[config.mk]
export PLATFORM = sky130hd
export DESIGN_NAME = prng_sched
export DESIGN_NICKNAME = d
export VERILOG_FILES = /design/src/rtl/prng_sched.sv
export SDC_FILE = /design/constraint.sdc
export NUM_CORES = 1
export LEC_CHECK = 0
export BUFFER_PORTS_ARGS = -buffer_cell sky130_fd_sc_hd__buf_2
export CAP_MARGIN = 30
export CORE_MARGIN = 3
export CORE_UTILIZATION = 30
export DETAILED_ROUTE_END_ITERATION = 8
export PLACE_DENSITY_LB_ADDON = 0.3
export SYNTH_ARGS = -nofsm -noshare
export SYNTH_HDL_FRONTEND = slang
export SYNTH_SLANG_ARGS = --single-unit
export TNS_END_PERCENT = 30
[constraint.sdc]
create_clock -name CLK -period 2.4 [get_ports CLK]
set_input_delay 0 -clock CLK [delete_from_list [all_inputs] [get_ports CLK]]
set_output_delay 0 -clock CLK [all_outputs]
set_load 0.1 [all_outputs]
[src/rtl/prng_sched.sv]
// prng_sched: sequencer for an external 16-bit data LFSR and 8-bit control LFSR.
// It seeds both LFSRs, runs a warm-up burst of data steps, then issues timed
// data steps. It hands out random bytes to two requesters in round-robin order
// and forces a refresh step after every grant.
// Ports:
//   CLK, reset            clock, asynchronous active-high reset
//   en                    block enable (low -> IDLE)
//   seed_wr, seed_in      reseed strobe and new 16-bit seed
//   req                   level-held random-byte requests
//   mux_byte              byte from the LFSR datapath
//   lfsr_load, lfsr_seed  load pulse and seed for both LFSRs
//   data_step, ctrl_step  advance pulses for the data / control LFSR
//   gnt, rnd_byte         one-hot grant and the byte valid alongside it
//   busy                  high while seeding or warming up
module prng_sched #(
  parameter logic [23:0] DATA_DIV  = 24'd10_000_000,
  parameter logic [7:0]  CTRL_DIV  = 8'd8,
  parameter logic [7:0]  WARMUP    = 8'd16,
  parameter logic [15:0] SEED_INIT = 16'hACE1
) (
  input  logic        CLK,
  input  logic        reset,
  input  logic        en,
  input  logic        seed_wr,
  input  logic [15:0] seed_in,
  input  logic [1:0]  req,
  input  logic [7:0]  mux_byte,
  output logic        lfsr_load,
  output logic [15:0] lfsr_seed,
  output logic        data_step,
  output logic        ctrl_step,
  output logic [1:0]  gnt,
  output logic [7:0]  rnd_byte,
  output logic        busy
);

  localparam logic [23:0] TIMER_TC = DATA_DIV - 24'd1;
  localparam logic [7:0]  CTRL_TC  = CTRL_DIV - 8'd1;

  typedef enum logic [2:0] {
    IDLE    = 3'd0,
    SEED    = 3'd1,
    WARM    = 3'd2,
    RUN     = 3'd3,
    REFRESH = 3'd4
  } state_t;

  state_t      state_q, state_d;
  logic [23:0] timer_q, timer_d;
  logic [7:0]  ctrl_q, ctrl_d;
  logic [7:0]  warm_q, warm_d;
  logic        rr_q, rr_d;
  logic [15:0] seed_q, seed_d;
  logic        load_q, load_d;
  logic        dstep_q, dstep_d;
  logic        cstep_q, cstep_d;
  logic [1:0]  gnt_q, gnt_d;
  logic [7:0]  rnd_q, rnd_d;
  logic        busy_q, busy_d;
  logic        timed_step;
  logic        gidx;

  // State and registered outputs
  always_ff @(posedge CLK or posedge reset) begin
    if (reset) begin
      state_q <= IDLE;
      timer_q <= 24'd0;
      ctrl_q  <= 8'd0;
      warm_q  <= 8'd0;
      rr_q    <= 1'b0;
      seed_q  <= SEED_INIT;
      load_q  <= 1'b0;
      dstep_q <= 1'b0;
      cstep_q <= 1'b0;
      gnt_q   <= 2'b00;
      rnd_q   <= 8'd0;
      busy_q  <= 1'b0;
    end else begin
      state_q <= state_d;
      timer_q <= timer_d;
      ctrl_q  <= ctrl_d;
      warm_q  <= warm_d;
      rr_q    <= rr_d;
      seed_q  <= seed_d;
      load_q  <= load_d;
      dstep_q <= dstep_d;
      cstep_q <= cstep_d;
      gnt_q   <= gnt_d;
      rnd_q   <= rnd_d;
      busy_q  <= busy_d;
    end
  end

  // Next state and next-cycle outputs; outputs describe the state being entered
  always_comb begin
    state_d    = state_q;
    timer_d    = timer_q;
    ctrl_d     = ctrl_q;
    warm_d     = warm_q;
    rr_d       = rr_q;
    seed_d     = seed_q;
    load_d     = 1'b0;
    dstep_d    = 1'b0;
    cstep_d    = 1'b0;
    gnt_d      = 2'b00;
    rnd_d      = rnd_q;
    timed_step = 1'b0;
    gidx       = 1'b0;

    if (!en) begin
      state_d = IDLE;
      timer_d = 24'd0;
      ctrl_d  = 8'd0;
      warm_d  = 8'd0;
    end else if (seed_wr) begin
      seed_d  = seed_in;
      state_d = SEED;
      load_d  = 1'b1;
      timer_d = 24'd0;
      ctrl_d  = 8'd0;
      warm_d  = 8'd0;
    end else begin
      case (state_q)
        IDLE: begin
          state_d = SEED;
          load_d  = 1'b1;
        end
        SEED: begin
          timer_d = 24'd0;
          if (WARMUP == 8'd0) begin
            state_d = RUN;
          end else begin
            state_d = WARM;
            dstep_d = 1'b1;
            warm_d  = 8'd1;
          end
        end
        WARM: begin
          if (warm_q >= WARMUP) begin
            state_d = RUN;
            timer_d = 24'd0;
            warm_d  = 8'd0;
          end else begin
            dstep_d = 1'b1;
            warm_d  = warm_q + 8'd1;
          end
        end
        RUN, REFRESH: begin
          if (state_q == RUN && req != 2'b00) begin
            // Prefer the pointed-to requester, else the other one
            gidx        = req[rr_q] ? rr_q : ~rr_q;
            gnt_d[gidx] = 1'b1;
            rr_d        = ~gidx;
            rnd_d       = mux_byte;
            state_d     = REFRESH;
            // The refresh step absorbs any coincident terminal count
            timer_d     = 24'd0;
            timed_step  = 1'b1;
          end else begin
            state_d = RUN;
            if (timer_q == TIMER_TC) begin
              timer_d    = 24'd0;
              timed_step = 1'b1;
            end else begin
              timer_d = timer_q + 24'd1;
            end
          end
        end
        default: state_d = IDLE;
      endcase
    end

    // Control LFSR advances once per CTRL_DIV run-phase data steps
    if (timed_step) begin
      dstep_d = 1'b1;
      if (ctrl_q == CTRL_TC) begin
        cstep_d = 1'b1;
        ctrl_d  = 8'd0;
      end else begin
        ctrl_d = ctrl_q + 8'd1;
      end
    end

    busy_d = (state_d == SEED) || (state_d == WARM);
  end

  assign lfsr_load = load_q;
  assign lfsr_seed = seed_q;
  assign data_step = dstep_q;
  assign ctrl_step = cstep_q;
  assign gnt       = gnt_q;
  assign rnd_byte  = rnd_q;
  assign busy      = busy_q;

endmodule

==> results.json <==
{
  "outcome": "finished clean",
  "ioPinCount": 60,
  "path_class": "reg -> reg",
  "clock.fmax_mhz": 434.8,
  "synth_area_um2": 3844,
  "die_h_um": 119.2,
  "arrival_ns": 2.52,
  "antenna_found_initial": 0,
  "grt-ovfl-total": 0,
  "grt_max_degree": 75,
  "fin_crit_ns": 2.300,
  "p_per_area_nw_per_um2": 704.1,
  "hpwl_mm": 6.102,
  "finalHoldViolCount": 0,
  "grt_pass1_wl_mm": 15.66,
  "final_common_cell": "dfrtp_1",
  "first_iter_violations": 260,
  "mostFrequentLayoutCells": "66 x dfrtp_1, 59 x buf_2, 30 x nand2_1",
  "final_util_pct": 40.29,
  "routabilityCongestion": 0.7570,
  "ant_nets": 0,
  "numPortBuffers": 59,
  "setup_viol": 0,
  "final_nets": 500,
  "clock_latency_ns": 0.34,
  "cts.sinks": 74,
  "synth_top_area_cell": "dfrtp_1",
  "routed_wl_mm": 9.320,
  "yosys_register_bits": 74,
  "max_slew_margin_pct": 38.31,
  "synth-edff-count": 0,
  "vias_per_cell": 5.192,
  "pre_cts_slack_ns": 0.1176,
  "cts_buffer_depth": 2,
  "cp-start-kind": "flip-flop",
  "path_clk_slew_ns": 0.06,
  "p_switching_uw": 1214,
  "p_int_uw": 2264,
  "root_buffer": "clkbuf_16",
  "numCtsBuffers": 9,
  "syn_area_per_cell_um2": 10.17,
  "final.period_utilization_pct": 95.83,
  "tightest_slew_ns": 0.9219,
  "required_ns": 2.62,
  "num_rows": 40,
  "vias": 3318,
  "synth.distinct_cells": 57,
  "die_area_um2": 14210,
  "min_path_type": "in -> reg",
  "cts_tree": "built",
  "drt-pass1-iter-count": 4,
  "switching_share_pct": 34.89,
  "drive_gt1_share_pct": 27.39,
  "power_frac_clock_pct": 36.4,
  "synth.area.top_cells": "dfrtp_1 43%, mux2_2 5.9%, dfstp_2 5.5%",
  "synth_top_area_share_pct": 42.97,
  "power.leakage_uw": 0.002097,
  "worstPathMaxFanout": 10,
  "syn_inst": 378,
  "wl_per_cell_um": 14.59,
  "ir_drop_mv": 0.3461,
  "yosysSeqAreaShare_pct": 48.44,
  "syn_to_final_growth_pct": 28.52,
  "drv_slew": 0,
  "total_power_uw": 3478,
  "p_seq_share_pct": 39.6,
  "stdcell_area_um2": 4940,
  "start_util_pct": 31.35,
  "end_kind": "flip-flop",
  "drc": 0,
  "cts_max_level": 3,
  "fin_skew_ns": 0.008937,
  "fp.dieW_um": 119.2,
  "combPwrFrac_pct": 24.0,
  "syn_nets": 412,
  "dpl-instance-area_um2": 4324,
  "synth_warnings": 0,
  "core_area_um2": 12260,
  "gr-usage-all-layers_pct": 13.55,
  "grt_pass1_vias": 3240,
  "num_antenna_cells": 0,
  "ys.flop_type": "dfrtp_1",
  "synthArstFlopShare_pct": 100.0,
  "setup_slack_ns": 0.09998,
  "maxCapViolCount": 0
}
[power groups by stage]
stage                     clock (µW)  sequential (µW)  combinational (µW)
after floorplan                    0             1920                 139
after global placement             0             1390                 792
after detailed placement           0             1400                 798
after CTS                       1300             1380                 836
after global routing            1360             1390                 868
final                           1270             1380                 833
[stage by stage]
stage          setup TNS [ns]  hold slack (ns)  std cells
2_1_floorplan               0           0.1041        378
5_1_grt              -0.01366          0.08784        639
4_1_cts                     0          0.06935        635
3_5_place_dp                0           0.1279        591
3_3_place_gp                0           0.1221        591
6_report                    0          0.06656        639
[worst paths after layout]
kind,from,slack [ns],depth (start not counted),end
max in group asynchronous,reset,1.73,4,lfsr_seed[11]
hold reg to reg,rnd_byte[4],0.49,1,rnd_byte[4]
hold / removal,en,0.07,3,state_q[0]
min in group asynchronous,reset,0.33,4,lfsr_seed[4]
setup reg to reg,state_q[2],0.1,7,rr_q
setup / recovery,state_q[2],0.1,7,rr_q
[cell usage after synthesis (all sizes together) (2+ instances only)]
| cell type | instances |
|---|---|
| nand3 | 29 |
| a21oi | 6 |
| nand3b | 7 |
| o21ai | 11 |
| nor3 | 3 |
| ha | 4 |
| and2 | 7 |
| dfrtp | 66 |
| and3 | 5 |
| or3 | 2 |
| mux2i | 4 |
| o211ai | 6 |
| or4b | 3 |
| xnor2 | 2 |
| inv | 13 |
| clkbuf | 11 |
| dfstp | 8 |
| o2111ai | 6 |
| nor2b | 3 |
| o22ai | 5 |
| and4 | 7 |
| a32o | 2 |
| nand2b | 6 |
| mux2 | 24 |
| nor3b | 2 |
| nor2 | 13 |
| a41oi | 4 |
| nand2 | 30 |
| a31oi | 29 |
| nand4 | 12 |
| or4 | 5 |
| nor4 | 10 |
| or2 | 4 |
| buf | 14 |
[routing by layer]
metal	up-vias	GRT usage, %	wire (µm)
met1	1613	17.15	4149
met2	85	22.36	4621
met3	7	3.419	460
met5	-	0	0
li1	1613	-	-
met4	0	4.924	89
[layout make-up]
| class | count | area, µm² |
|---|---|---|
| Clock inverter | 4 | 26.28 |
| Multi-Input combinational cell | 266 | 1807 |
| Timing Repair Buffer | 102 | 729.5 |
| Clock buffer | 12 | 256.5 |
| Fill cell | 1173 | 7322 |
| Inverter | 13 | 48.80 |
| Tap cell | 168 | 210.2 |
| Sequential cell | 74 | 1862 |
[sequential cells by signal, summed over array words and instances, names as in the netlist]
register   count
timer_q       24
lfsr_seed     16
ctrl_q         8
rnd_byte       8
warm_q         8
state_q        3
gnt            2
busy           1
ctrl_step      1
data_step      1
lfsr_load      1
rr_q           1
[repair_timing]
item                       4_1_cts  5_1_grt
hold buffers                    28        0
hold endpoints to repair        93        0
resized for setup                0        3
buffers inserted                 0        4
setup endpoints to repair        0       13
[cells by family after synthesis]
group | Yosys count | synth area share [%]
XOR/XNOR | 2 | 0.4558
AO/OA/AOI/OAI | 81 | 14.65
multiplexers | 28 | 8.073
AND/OR/NAND/NOR | 151 | 22.27
flip-flops | 74 | 48.44
buffers and inverters | 38 | 4.818
adder cells (fa/ha/maj) | 4 | 1.302
[worst max-delay path: stages (launching register included)]
cell and delay (ns):
dfrtp_1 0.46, nand2b_1 0.24, or2_2 0.39, nor3_2 0.17
buf_4 0.16, buf_12 0.10, a31oi_1 0.09, dlygate4sd3_1 0.57
(Power assumes the default switching activity.)
